File: src/rtl/pipe_skid_reg.sv
// Elastic pipeline stage: main register M plus one skid entry S, so ready never depends on i_ready.
// Optional statistics counters are enabled with the PIPE_SKID_REG_STATS_EN macro.
module pipe_skid_reg #(
    parameter int                CTRL_W     = 16,
    parameter int                DATA_W     = 128,
    parameter logic [CTRL_W-1:0] FLUSH_MASK = {CTRL_W{1'b1}},
    parameter int                STAT_W     = 16
) (
    input  logic              clk,
    input  logic              reset,
    input  logic              i_flush,
    input  logic              i_valid,
    output logic              o_ready,
    input  logic [CTRL_W-1:0] i_ctrl,
    input  logic [DATA_W-1:0] i_data,
    output logic              o_valid,
    input  logic              i_ready,
    output logic [CTRL_W-1:0] o_ctrl,
    output logic [DATA_W-1:0] o_data,
    output logic [1:0]        o_occupancy,
    output logic [STAT_W-1:0] o_stall_cnt,
    output logic [STAT_W-1:0] o_squash_cnt
);

    typedef enum logic [1:0] {
        EMPTY = 2'd0,
        FULL  = 2'd1,
        SKID  = 2'd2
    } state_e;

    state_e              state_q, state_d;
    logic                valid_q, valid_d;
    logic                ready_q, ready_d;
    logic [CTRL_W-1:0]   m_ctrl_q, m_ctrl_d, s_ctrl_q, s_ctrl_d;
    logic [DATA_W-1:0]   m_data_q, m_data_d, s_data_q, s_data_d;
    logic                accept, drain;

    assign accept = i_valid && ready_q;
    assign drain  = valid_q && i_ready;

    always_comb begin
        state_d  = state_q;
        m_ctrl_d = m_ctrl_q;
        m_data_d = m_data_q;
        s_ctrl_d = s_ctrl_q;
        s_data_d = s_data_q;
        if (i_flush) begin
            // Flush wins over accept/drain; data is left as-is, only masked control bits clear.
            state_d  = EMPTY;
            m_ctrl_d = m_ctrl_q & ~FLUSH_MASK;
        end else begin
            unique case (state_q)
                EMPTY: if (accept) begin
                    state_d  = FULL;
                    m_ctrl_d = i_ctrl;
                    m_data_d = i_data;
                end
                FULL: begin
                    if (accept && drain) begin
                        m_ctrl_d = i_ctrl;
                        m_data_d = i_data;
                    end else if (accept) begin
                        state_d  = SKID;
                        s_ctrl_d = i_ctrl;
                        s_data_d = i_data;
                    end else if (drain) begin
                        state_d = EMPTY;
                    end
                end
                SKID: if (drain) begin
                    state_d  = FULL;
                    m_ctrl_d = s_ctrl_q;
                    m_data_d = s_data_q;
                end
                default: state_d = EMPTY;
            endcase
        end
        valid_d = (state_d != EMPTY);
        ready_d = (state_d != SKID);
    end

    always_ff @(posedge clk) begin
        if (reset) begin
            state_q  <= EMPTY;
            valid_q  <= 1'b0;
            ready_q  <= 1'b1;
            m_ctrl_q <= '0;
            m_data_q <= '0;
            s_ctrl_q <= '0;
            s_data_q <= '0;
        end else begin
            state_q  <= state_d;
            valid_q  <= valid_d;
            ready_q  <= ready_d;
            m_ctrl_q <= m_ctrl_d;
            m_data_q <= m_data_d;
            s_ctrl_q <= s_ctrl_d;
            s_data_q <= s_data_d;
        end
    end

    assign o_valid     = valid_q;
    assign o_ready     = ready_q;
    assign o_ctrl      = m_ctrl_q;
    assign o_data      = m_data_q;
    assign o_occupancy = state_q;

`ifdef PIPE_SKID_REG_STATS_EN
    logic [STAT_W-1:0] stall_cnt_q, stall_cnt_d;
    logic [STAT_W-1:0] squash_cnt_q, squash_cnt_d;
    logic [STAT_W:0]   squash_sum;

    always_comb begin
        stall_cnt_d  = stall_cnt_q;
        squash_cnt_d = squash_cnt_q;
        squash_sum   = {1'b0, squash_cnt_q} + {{(STAT_W-1){1'b0}}, state_q};
        if (valid_q && !i_ready && !i_flush && !(&stall_cnt_q))
            stall_cnt_d = stall_cnt_q + 1'b1;
        // Squash adds the entry count; the carry bit signals saturation.
        if (i_flush)
            squash_cnt_d = squash_sum[STAT_W] ? {STAT_W{1'b1}} : squash_sum[STAT_W-1:0];
    end

    always_ff @(posedge clk) begin
        if (reset) begin
            stall_cnt_q  <= '0;
            squash_cnt_q <= '0;
        end else begin
            stall_cnt_q  <= stall_cnt_d;
            squash_cnt_q <= squash_cnt_d;
        end
    end

    assign o_stall_cnt  = stall_cnt_q;
    assign o_squash_cnt = squash_cnt_q;
`else
    assign o_stall_cnt  = '0;
    assign o_squash_cnt = '0;
`endif

endmodule

File: config.mk
export PLATFORM = sky130hd
export DESIGN_NAME = pipe_skid_reg
export DESIGN_NICKNAME = d
export VERILOG_FILES = /design/src/rtl/pipe_skid_reg.sv
export SDC_FILE = /design/constraint.sdc
export NUM_CORES = 1
export LEC_CHECK = 0
export CORE_MARGIN = 3
export CORE_UTILIZATION = 63
export CTS_BUF_LIST = sky130_fd_sc_hd__clkbuf_16
export DETAILED_ROUTE_END_ITERATION = 6
export DONT_BUFFER_PORTS = 1
export HOLD_SLACK_MARGIN = 0.15
export PLACE_DENSITY = 0.75
export SLEW_MARGIN = 20
export SYNTH_ARGS = -nofsm -noshare
export SYNTH_HDL_FRONTEND = slang
export SYNTH_SLANG_ARGS = --single-unit
export TNS_END_PERCENT = 100
File: constraint.sdc
create_clock -name clk -period 1.7 [get_ports clk]
set_input_delay 0.34 -clock clk [delete_from_list [all_inputs] [get_ports clk]]
set_output_delay 0.34 -clock clk [all_outputs]
set_load 0.02 [all_outputs]
======== Word level (Yosys, flattened, before mapping) ========
Cells that the tools add are included.
Widths: inputs -> output; s select.
operators by class
  equal/unequal tests ..................... 6
  muxes and demuxes ....................... 15
  bitwise logic cells ..................... 2
  reductions and logical operators ........ 10
operators with widths
  operator            number
  $mux 128            3
  $pmux 128 s3        1
  $mux 16             3
  $pmux 16 s3         1
  $mux 2              6
  $ne 2x2->1 const B  4
  $reduce_and 4->1    2
  $pmux 2 s3          1
  $reduce_and 5->1    1
  $logic_and 1x1->1   3
  $reduce_bool 3->1   1
  $eq 2x1->1 const B  1
  $eq 2x2->1 const B  1
  $logic_not 2->1     1
  $not 1->1           2
  $reduce_bool 2->1   1
  $reduce_or 2->1     1
word-level totals
  bits in registers ....................... 292
  output and inout port bits .............. 180

======== Depth between registers and ports, before layout ========
Gate-level depths: netlist of run 1.
  word-level depth ........................ 7
  gate-level depth with buffers ........... 8
  mapped depth without buffers ............ 4

======== Worst setup path after synthesis of run 1 ========
No wires, ideal clock.
  kind .................................... register -> register
  from .................................... register ready_q, in the netlist o_ready
  to ...................................... register m_data_q[10], in the netlist o_data[10]
  library setup time ...................... 0.142 ns
  data arrival time ....................... 1.565 ns
  required time ........................... 1.558 ns
  slack ................................... -0.007 ns
  stages on the path, launching flop included .. 6
  buffers on the path ..................... 2
  period minus slack after synthesis ...... 1.707 ns
  path through ............................ dfxtp_1 -> nand4_1 -> o211ai_2 -> clkbuf_1 -> clkbuf_1 -> a311oi_1
between the ends
  word-level cells in the longest chain between the ends .. 4
RTL lines
  element                                line  text
  start, declared                        33    logic ready_q, ready_d;
  start signal, assigned                 94    ready_q <= ready_d;
  $logic_and 1x1->1 (*)                  38    assign accept = i_valid && ready_q;
  $logic_and 1x1->1                      59    if (accept && drain) begin
  $ne 2x2->1 (no source line)            -
  $reduce_and 5->1 (no source line) (*)  -
  end signal, assigned                   96    m_data_q <= m_data_d;
  end, declared                          35    logic [DATA_W-1:0] m_data_q, m_data_d, s_data_q, s_data_d;
Every way passes the cells marked *; elsewhere a longest branch is shown, timed or not.
A chain may end at the register's enable or synchronous reset.

======== Worst setup path in the final report of run 1 ========
  from .................................... register state_q[1], in the netlist o_occupancy[1]
  to ...................................... register s_data_q[56]
between the ends
  word-level cells in the longest chain between the ends .. 2
RTL lines
  element                            line  text
  start, declared                    31    state_e state_q, state_d;
  start signal, assigned             92    state_q <= state_d;
  $eq 2x1->1                         52    unique case (state_q)
  $reduce_and 4->1 (no source line)  -
  end signal, assigned               98    s_data_q <= s_data_d;
  end, declared                      35
No other way between the ends.

==> flow_summary.ini, run 1 <==
[outcome]
status = finished, violations left
violations = hold timing, setup timing

[layout]
stdcell_count = 1587
fillers = 1159
diodes = 0
syn_to_final_growth_pct = 21.5
drive_above_1_share_pct = 18.7
finalNetCount = 1486

[route]
routed_wl_mm = 33.4
drtPass1Iterations = 5
drc = 0
vias = 10100
avgViaCountPerCell = 6.34
wire_per_inst_um = 21.0
antenna_left = 0
first_iter_violations = 664

[sta]
fmax_mhz = 568
rsz0062_at_grt = yes
setup_ws_ns = -0.0594
relSlewSlack_pct = 62.3
hold_violations = 204
clock_skew_ns = 0.00769
drv_slew = 0
period_needed_ns = 1.76
final-setup-viol-count = 98
worst_slew_pin_slew_ns = 0.565
holdWs_ns = -0.142
post-route-period-util_pct = 103

[yosys]
syn_inst = 1352
ys_seq_area_share_pct = 48.6
synth_seq_cells = 292
yosys.area.top_type = dfxtp_1
yosysTopAreaCellShare_pct = 48.6
synthesis.area_sq_um = 12000
synth.area.top_cells = dfxtp_1 (49%), mux2i_1 (12%), a21oi_1 (11%)
ys_warn_count = 0
syn_avg_cell_area_sq_um = 8.89
synth_cell_type_count = 25

[min_path]
holdPathStages = 1
holdPathEnd = s_data_q[20]
hold_path_class = in -> reg
hp-start = reset

[worst_setup_path]
worst-endpoint-required_ns = 2.17
crit_arrival_ns = 2.23
rr_worst_depth = 8
start_kind = flop
crit_path_max_fanout = 5
crit_type = reg -> reg
reg2reg_to = s_data_q[56]
worst_setup_path_end_kind = flop
timing.rr.start = o_occupancy[1]
cp-startpoint = o_occupancy[1]
r2r_slack_ns = -0.06

[placement]
gp_congestion = 0.808
dp_hpwl_mm = 19.0
pre_cts_ws_ns = -0.116
numPortBuffers = 0
placed_cells = 1503

[global_routing]
antenna_found_initial = 0
grt_usage_pct = 27.5
grt-ovfl-total = 0
grt_pass1_wl_mm = 47.1
grt_max_degree = 290
grt_pass1_vias = 8892

[clock_network]
cts_tree = yes
cts_buffer_depth = 3
clock-sinks = 292
clockRootBuffer = clkbuf_16
cts.clk_slew.worst_paths_ns = 0.06
htreeDepth = 1
clock_latency_ns = 0.55
cts_buffers = 30
cts_hold_buf = 2

[floorplan]
std_cell_rows = 49
die_h_um = 144
initial_core_util_pct = 65.6
io_pins = 329
die-area_sq_um = 20800
fp.dieW_um = 144
core_sq_um = 18300

[pwr]
power_leakage_uw = 0.00607
seqPwrFrac_pct = 50.8
pwr-share-clk_pct = 39.7
comb_power_share_pct = 9.5
switching_share_pct = 25.9
powerDensity_nw_per_um2 = 1040
peakVddDrop_uv = 992
p_int_uw = 11200
p_switching_uw = 3920

[flow_run]
cap_violations = 0
registers in the layout (all words and copies together), names as in the netlist:
signal,count
o_ready,1
o_valid,1
o_occupancy,2
s_ctrl_q,16
o_data,128
o_ctrl,16
s_data_q,128
power groups by stage:
stage / Clock (uW) / Combinational [uW] / Sequential, uW
after floorplan: 0 / 1010 / 7750
after global placement: 0 / 1100 / 7830
after detailed placement: 0 / 1130 / 7830
after CTS: 6070 / 1220 / 7680
after global routing: 6360 / 1550 / 7710
final: 6020 / 1440 / 7690
per-layer routing:
layer  global-route usage [%]  vias up  share of wire, %
met5                        0        -                 0
met4                     8.39        0               3.5
met3                     9.56       81                11
met2                     44.7      418                48
met1                     34.7     4782                38
li1                         -     4775                 -
worst max-delay path: stages (launching register included):
cell and delay, ns:
dfxtp_4 0.35, buf_6 0.13, nand4b_1 0.28, nor3b_4 0.28, buf_6 0.17, clkbuf_16 0.17
buf_16 0.14, nand2_4 0.05, a21oi_2 0.13
layout make-up:
type	count	area (sq um)	share of cell area, %
sequential	292	5850	40.1
timing repair buffer	95	1540	10.5
tap	229	287	1.96
clock inverter	22	116	0.796
inverter	2	12.5	0.0856
clock buffer	31	776	5.31
multi-input combinational	916	6030	41.3
cells by family (layout without fill, tap and decap cells):
logic type,after synthesis,count (layout),share of synthesized area (%)
simple gates,318,318,10.2
mux,144,144,12.0
flops,292,292,48.6
other cells,1,32,0.0312
compound gates,422,422,22.2
buf+inv,175,150,6.95
how the worst max path moves through the flow:
| stage | end | slack, ns | cells past startpoint |
|---|---|---|---|
| 6_report | s_data_q[56] | -0.06 | 8 |
| 5_1_grt | s_data_q[99] | -0.12 | 8 |
| 4_1_cts | s_data_q[63] | -0.06 | 8 |
| 3_5_place_dp | o_data[122] | -0.12 | 6 |
| 3_3_place_gp | s_data_q[52] | -0.0008 | 7 |
| 2_1_floorplan | o_data[10] | -0.007 | 5 |
Yosys cell counts:
| cell | instances |
|---|---|
| nand2b_1 | 1 |
| o21ai_0 | 1 |
| inv_1 | 2 |
| mux2i_1 | 144 |
| nand3b_1 | 1 |
| and2_1 | 1 |
| nor2_1 | 17 |
| a21boi_0 | 2 |
| o21bai_1 | 1 |
| o211ai_2 | 1 |
| a2111oi_0 | 16 |
| buf_1 | 1 |
| nand4bb_1 | 1 |
| a311oi_1 | 128 |
| buf_4 | 33 |
| nand2_1 | 291 |
| and3_1 | 2 |
| a21oi_1 | 273 |
| nor3b_1 | 1 |
| conb_1 | 1 |
| buf_2 | 44 |
| dfxtp_1 | 292 |
| nand4b_1 | 2 |
| nand4_1 | 1 |
| clkbuf_1 | 95 |
metrics by stage:
step	hold WS (ns)	setup TNS, ns	cell area [sq um]	utilization [%]	power (uW)
final	-0.142	-2.69	14600	79.7	15100
after global routing	-0.147	-12.86	14600	79.7	15600
after CTS	-0.136	-1.58	13700	74.9	15000
after detailed placement	0.430	-1.57	12400	67.7	8960
after global placement	0.427	-0.000811	12400	67.7	8920
after floorplan	0.436	-0.740	12100	-	8750
what timing repair did:
item,4_1_cts,5_1_grt
gates cloned,7,11
setup buffers,6,7
pin swaps,16,84
resized for setup,55,147
endpoints found under the hold margin,292,288
setup endpoints to repair,175,262
cell usage in the layout, fill, tap and decap left out, types with 21 or more instances in the layout:
cell / count
nand2_4: 21
a311oi_1: 122
buf_12: 24
clkbuf_16: 42
buf_4: 31
mux2i_1: 140
nand2_1: 254
a21oi_1: 208
conb_1: 32
dfxtp_1: 289
a21oi_2: 65
(Power assumes the default switching activity.)
==> run 2, diff against run 1 <==
CORE_UTILIZATION = 45   (was 63)
GPL_TIMING_DRIVEN = 0   (was not set)
PLACE_DENSITY = 0.56   (was 0.75)
==> flow_summary.ini, run 2 (synthesis results as in run 1) <==
[outcome]
status = finished, violations left
violations = setup timing

[global_routing]
grt_pass1_vias = 10300
antenna_found_initial = 3
grt_pass1_wl_mm = 58.2
grt_usage_pct = 24.8
grt_max_degree = 15
grt-ovfl-total = 0

[worst_setup_path]
crit_type = reg -> reg
crit_arrival_ns = 2.26
start_kind = flop
worst_setup_path_end_kind = flop
crit_path_max_fanout = 10
worst-endpoint-required_ns = 2.14

[layout]
regArea_sq_um = 5860
finalNetCount = 1741
final_common_cell = dfxtp_1
drive_above_1_share_pct = 16.0
final_cell_mix = dfxtp_1 (288), nand2_1 (267), a21oi_1 (237)
fin_area_sq_um = 16300
multiInputGateArea_sq_um = 5890
fillers = 2319
syn_to_final_growth_pct = 35.8

[sta]
period_needed_ns = 1.82
fmax_mhz = 550
setup_ws_ns = -0.117
worst_slew_pin_slew_ns = 0.877
holdWs_ns = 0.330
post-route-period-util_pct = 107
rsz0062_at_grt = yes
relSlewSlack_pct = 41.5
clock_skew_ns = 0.0144
drv_slew = 0
final-setup-viol-count = 173
hold_violations = 0

[floorplan]
die_h_um = 169
std_cell_rows = 59
io_pins = 329
initial_core_util_pct = 46.0
fp.dieW_um = 169
die-area_sq_um = 28700
core_sq_um = 26100

[min_path]
hold_path_class = in -> reg

[pwr]
total_power_uw = 15900
powerDensity_nw_per_um2 = 974
peakVddDrop_uv = 732
power_leakage_uw = 0.00684

[placement]
numPortBuffers = 0
dp_hpwl_mm = 25.2
dpl-instance-area_sq_um = 12600
gp_congestion = 0.797

[route]
avgViaCountPerCell = 5.59
vias = 10900
drtPass1Iterations = 4
first_iter_violations = 655
drc = 0
routed_wl_mm = 38.5
wire_per_inst_um = 19.7
antenna_left = 0

[clock_network]
cts_tree = yes
clock-sinks = 292
htreeDepth = 1
cts.clk_slew.worst_paths_ns = 0.06
cts_buffers = 31
clock_latency_ns = 0.55
clockRootBuffer = clkbuf_16
cts_buffer_depth = 3

[flow_run]
cap_violations = 0
-- run 2: cell types whose count changed in the layout (fill, tap and decap cells not counted), sizes merged, moves of 2 or more --
cell and delta:
clkbuf +78, bufbuf -2, dlygate4sd3 +145, buf +33
inv +2, diode +3
-- run 2: power breakdown --
part / switching (uW) / internal [uW]
clock: 2710 / 3550
combinational: 1070 / 883
sequential: 549 / 7140
-- run 2: metal layers --
metal  up-vias  global-route usage [%]  wire length [um]
li1       5299                       -                 -
met1      5200                    32.9             16400
met2       349                    39.8             17800
met3        72                    7.13              3080
met4         0                    6.61              1190
met5         -                       0                 0
-- run 2: worst max-delay path, cell delays in order, from the launching register on --
cell and delay (ns):
dfxtp_4 0.40, nand4bb_2 0.34, o211ai_4 0.18, buf_12 0.20, buf_4 0.19, a21oi_1 0.08
a311oi_1 0.30
-- run 2: timing repair --
item,in CTS,in global routing
cloned,8,4
hold endpoints to repair,291,4
endpoints found under the setup margin,291,288
gates resized for setup,168,143
hold buffers,144,2
buffers inserted,16,12
pin swaps,12,69
-- run 2: final timing paths --
| kind | startpoint | to | slack, ns | cells past startpoint |
|---|---|---|---|---|
| worst max-delay path | o_occupancy[0] | o_data[66] | -0.12 | 6 |
| worst min-delay path | i_valid | o_occupancy[1] | 0.33 | 4 |
| worst max register to register | o_occupancy[0] | o_data[66] | -0.12 | 6 |
| worst min register to register | s_data_q[56] | s_data_q[56] | 0.45 | 2 |
-- run 2: layout make-up --
class / instances / share of cell area (%)
timing repair buffer: 179 / 12.0
buffer: 169 / 7.79
inverter: 2 / 0.0460
clock buffer: 31 / 4.75
tap: 335 / 2.57
clock inverter: 24 / 0.881
multi-input combinational: 917 / 36.1
sequential: 292 / 35.9
antenna: 3 / 0.0460
-- run 2: metrics by stage --
step	util, %	std cells	setup TNS, ns	setup WS (ns)
floorplan	-	1383	-0.740	-0.00741
global placement	48.1	1718	-155.21	-0.808
detailed placement	48.1	1718	-165.99	-0.856
CTS	60.4	1940	-5.09	-0.104
global route	62.5	1952	-34.58	-0.224
finish	62.5	1952	-6.68	-0.117
==> run 3, diff against run 2 <==
--- a/config.mk
+++ b/config.mk
@@ -12,6 +12,4 @@
 export DONT_BUFFER_PORTS = 1
-export GPL_TIMING_DRIVEN = 0
 export HOLD_SLACK_MARGIN = 0.15
 export PLACE_DENSITY = 0.56
-export SLEW_MARGIN = 20
 export SYNTH_ARGS = -nofsm -noshare
==> constraint.sdc (replaced) <==
create_clock -name clk -period 1.7 [get_ports clk]
set_input_delay 0.255 -clock clk [delete_from_list [all_inputs] [get_ports clk]]
set_output_delay 0.255 -clock clk [all_outputs]
set_load 0.02 [all_outputs]
==> flow_summary.ini, run 3 (synthesis results as in run 1) <==
[floorplan]
io_pins = 329
initial_core_util_pct = 46.0
std_cell_rows = 59
die-area_sq_um = 28700
die_h_um = 169
fp.dieW_um = 169
core_sq_um = 26100

[global_routing]
grt_pass1_vias = 8773
grt_usage_pct = 20.4
grt-ovfl-total = 0
antenna_found_initial = 0
grt_pass1_wl_mm = 48.8
grt_max_degree = 290

[outcome]
status = finished, violations left
violations = hold timing, setup timing

[layout]
stdcell_count = 1763
fin_area_sq_um = 15300
final_cell_mix = nand2_1 (291), dfxtp_1 (288), a21oi_1 (241)
finalNetCount = 1558
drive_above_1_share_pct = 14.6
utilization_pct = 58.6
syn_to_final_growth_pct = 27.4
final_common_cell = nand2_1
diodes = 0

[placement]
dpl-instance-area_sq_um = 12600
gp_congestion = 0.723
dp_hpwl_mm = 20.0
numPortBuffers = 0
placed_cells = 1610

[worst_setup_path]
critPathMaxStageDelay_ns = 0.34
start_kind = flop
worst_setup_path_end_kind = flop
worst-endpoint-required_ns = 2.15
path_cells = buf_4 -> nand4b_1 -> nor3b_2 -> buf_4 -> clkbuf_16 -> nand2_1 -> a21oi_1
crit_arrival_ns = 2.17
crit_path_max_fanout = 14
cpMostUsedCell = buf_4
worst-path-buf-inv = 3
cp_slowest_cell = dfxtp_2
crit_family = buffers and inverters
crit_type = reg -> reg

[clock_network]
clockRootBuffer = clkbuf_16
cts_buffer_depth = 3
cts.clk_slew.worst_paths_ns = 0.06
cts_buffers = 31
clock_latency_ns = 0.55
clock-sinks = 292
htreeDepth = 1
cts_tree = yes

[sta]
holdWs_ns = -0.213
drv_slew = 0
final-setup-viol-count = 3
setup_ws_ns = -0.0213
clock_skew_ns = 0.00804
fmax_mhz = 581
worst_slew_pin_slew_ns = 0.860
period_needed_ns = 1.72
post-route-period-util_pct = 101
hold_violations = 170
rsz0062_at_grt = yes
relSlewSlack_pct = 42.7

[flow_run]
cap_violations = 0

[route]
antenna_left = 0
first_iter_violations = 669
wire_per_inst_um = 19.6
vias = 9997
drc = 0
routed_wl_mm = 34.6
avgViaCountPerCell = 5.67
drtPass1Iterations = 5

[pwr]
powerDensity_nw_per_um2 = 1010
power_leakage_uw = 0.00628
peakVddDrop_uv = 908
switching_share_pct = 26.1
comb_power_share_pct = 11.7
pwr-share-clk_pct = 38.8
seqPwrFrac_pct = 49.5
p_int_uw = 11500
p_switching_uw = 4060

[min_path]
hold_path_class = in -> reg
run 3: power by group through the flow:
stage / logic (uW) / clock network (uW) / registers (uW)
floorplan: 1010 / 0 / 7750
global placement: 1150 / 0 / 7840
detailed placement: 1180 / 0 / 7840
CTS: 1320 / 6200 / 7690
global route: 1970 / 6500 / 7730
finish: 1810 / 6030 / 7700
run 3: per-stage QoR:
step                setup WS, ns  power (uW)  setup TNS (ns)
floorplan               -0.00741        8750          -0.740
global placement          0.0229        8990               0
detailed placement       -0.0568        9020          -0.135
CTS                      0.00425       15200               0
global route             -0.0993       16200           -5.81
finish                   -0.0213       15500         -0.0254
run 3: timing repair:
action,in CTS,in global routing
setup buffers,2,11
cloned,1,23
pin swaps,7,110
setup endpoints to repair,37,215
resized for setup,7,98
endpoints found under the hold margin,292,288
hold buffers,39,26
run 3: worst paths after layout:
path | start | end | slack, ns | depth (start not counted)
max | o_occupancy[1] | s_ctrl_q[13] | -0.02 | 7
min | i_flush | o_ctrl[15] | -0.21 | 1
min reg2reg | s_data_q[25] | s_data_q[25] | 0.45 | 2
max reg2reg | o_occupancy[1] | s_ctrl_q[13] | -0.02 | 7
run 3: cell type report:
class                   instances  area, sq um
clock buffers                  31          776
clock inverters                21          114
fillers                      2286        10800
inverters                       2         12.5
multi-input cells             916         5820
flip-flops and latches        292         5850
well taps                     335          419
repair buffers                166         2340
run 3: metal layers:
layer	track usage, %	part of all wire, %	up-vias	routed length [um]
li1	-	-	4915	-
met1	26.6	43	4690	14900
met2	31.9	46	332	15800
met3	7.90	9.0	60	3100
met4	4.94	2.3	0	790
met5	0	0	-	0
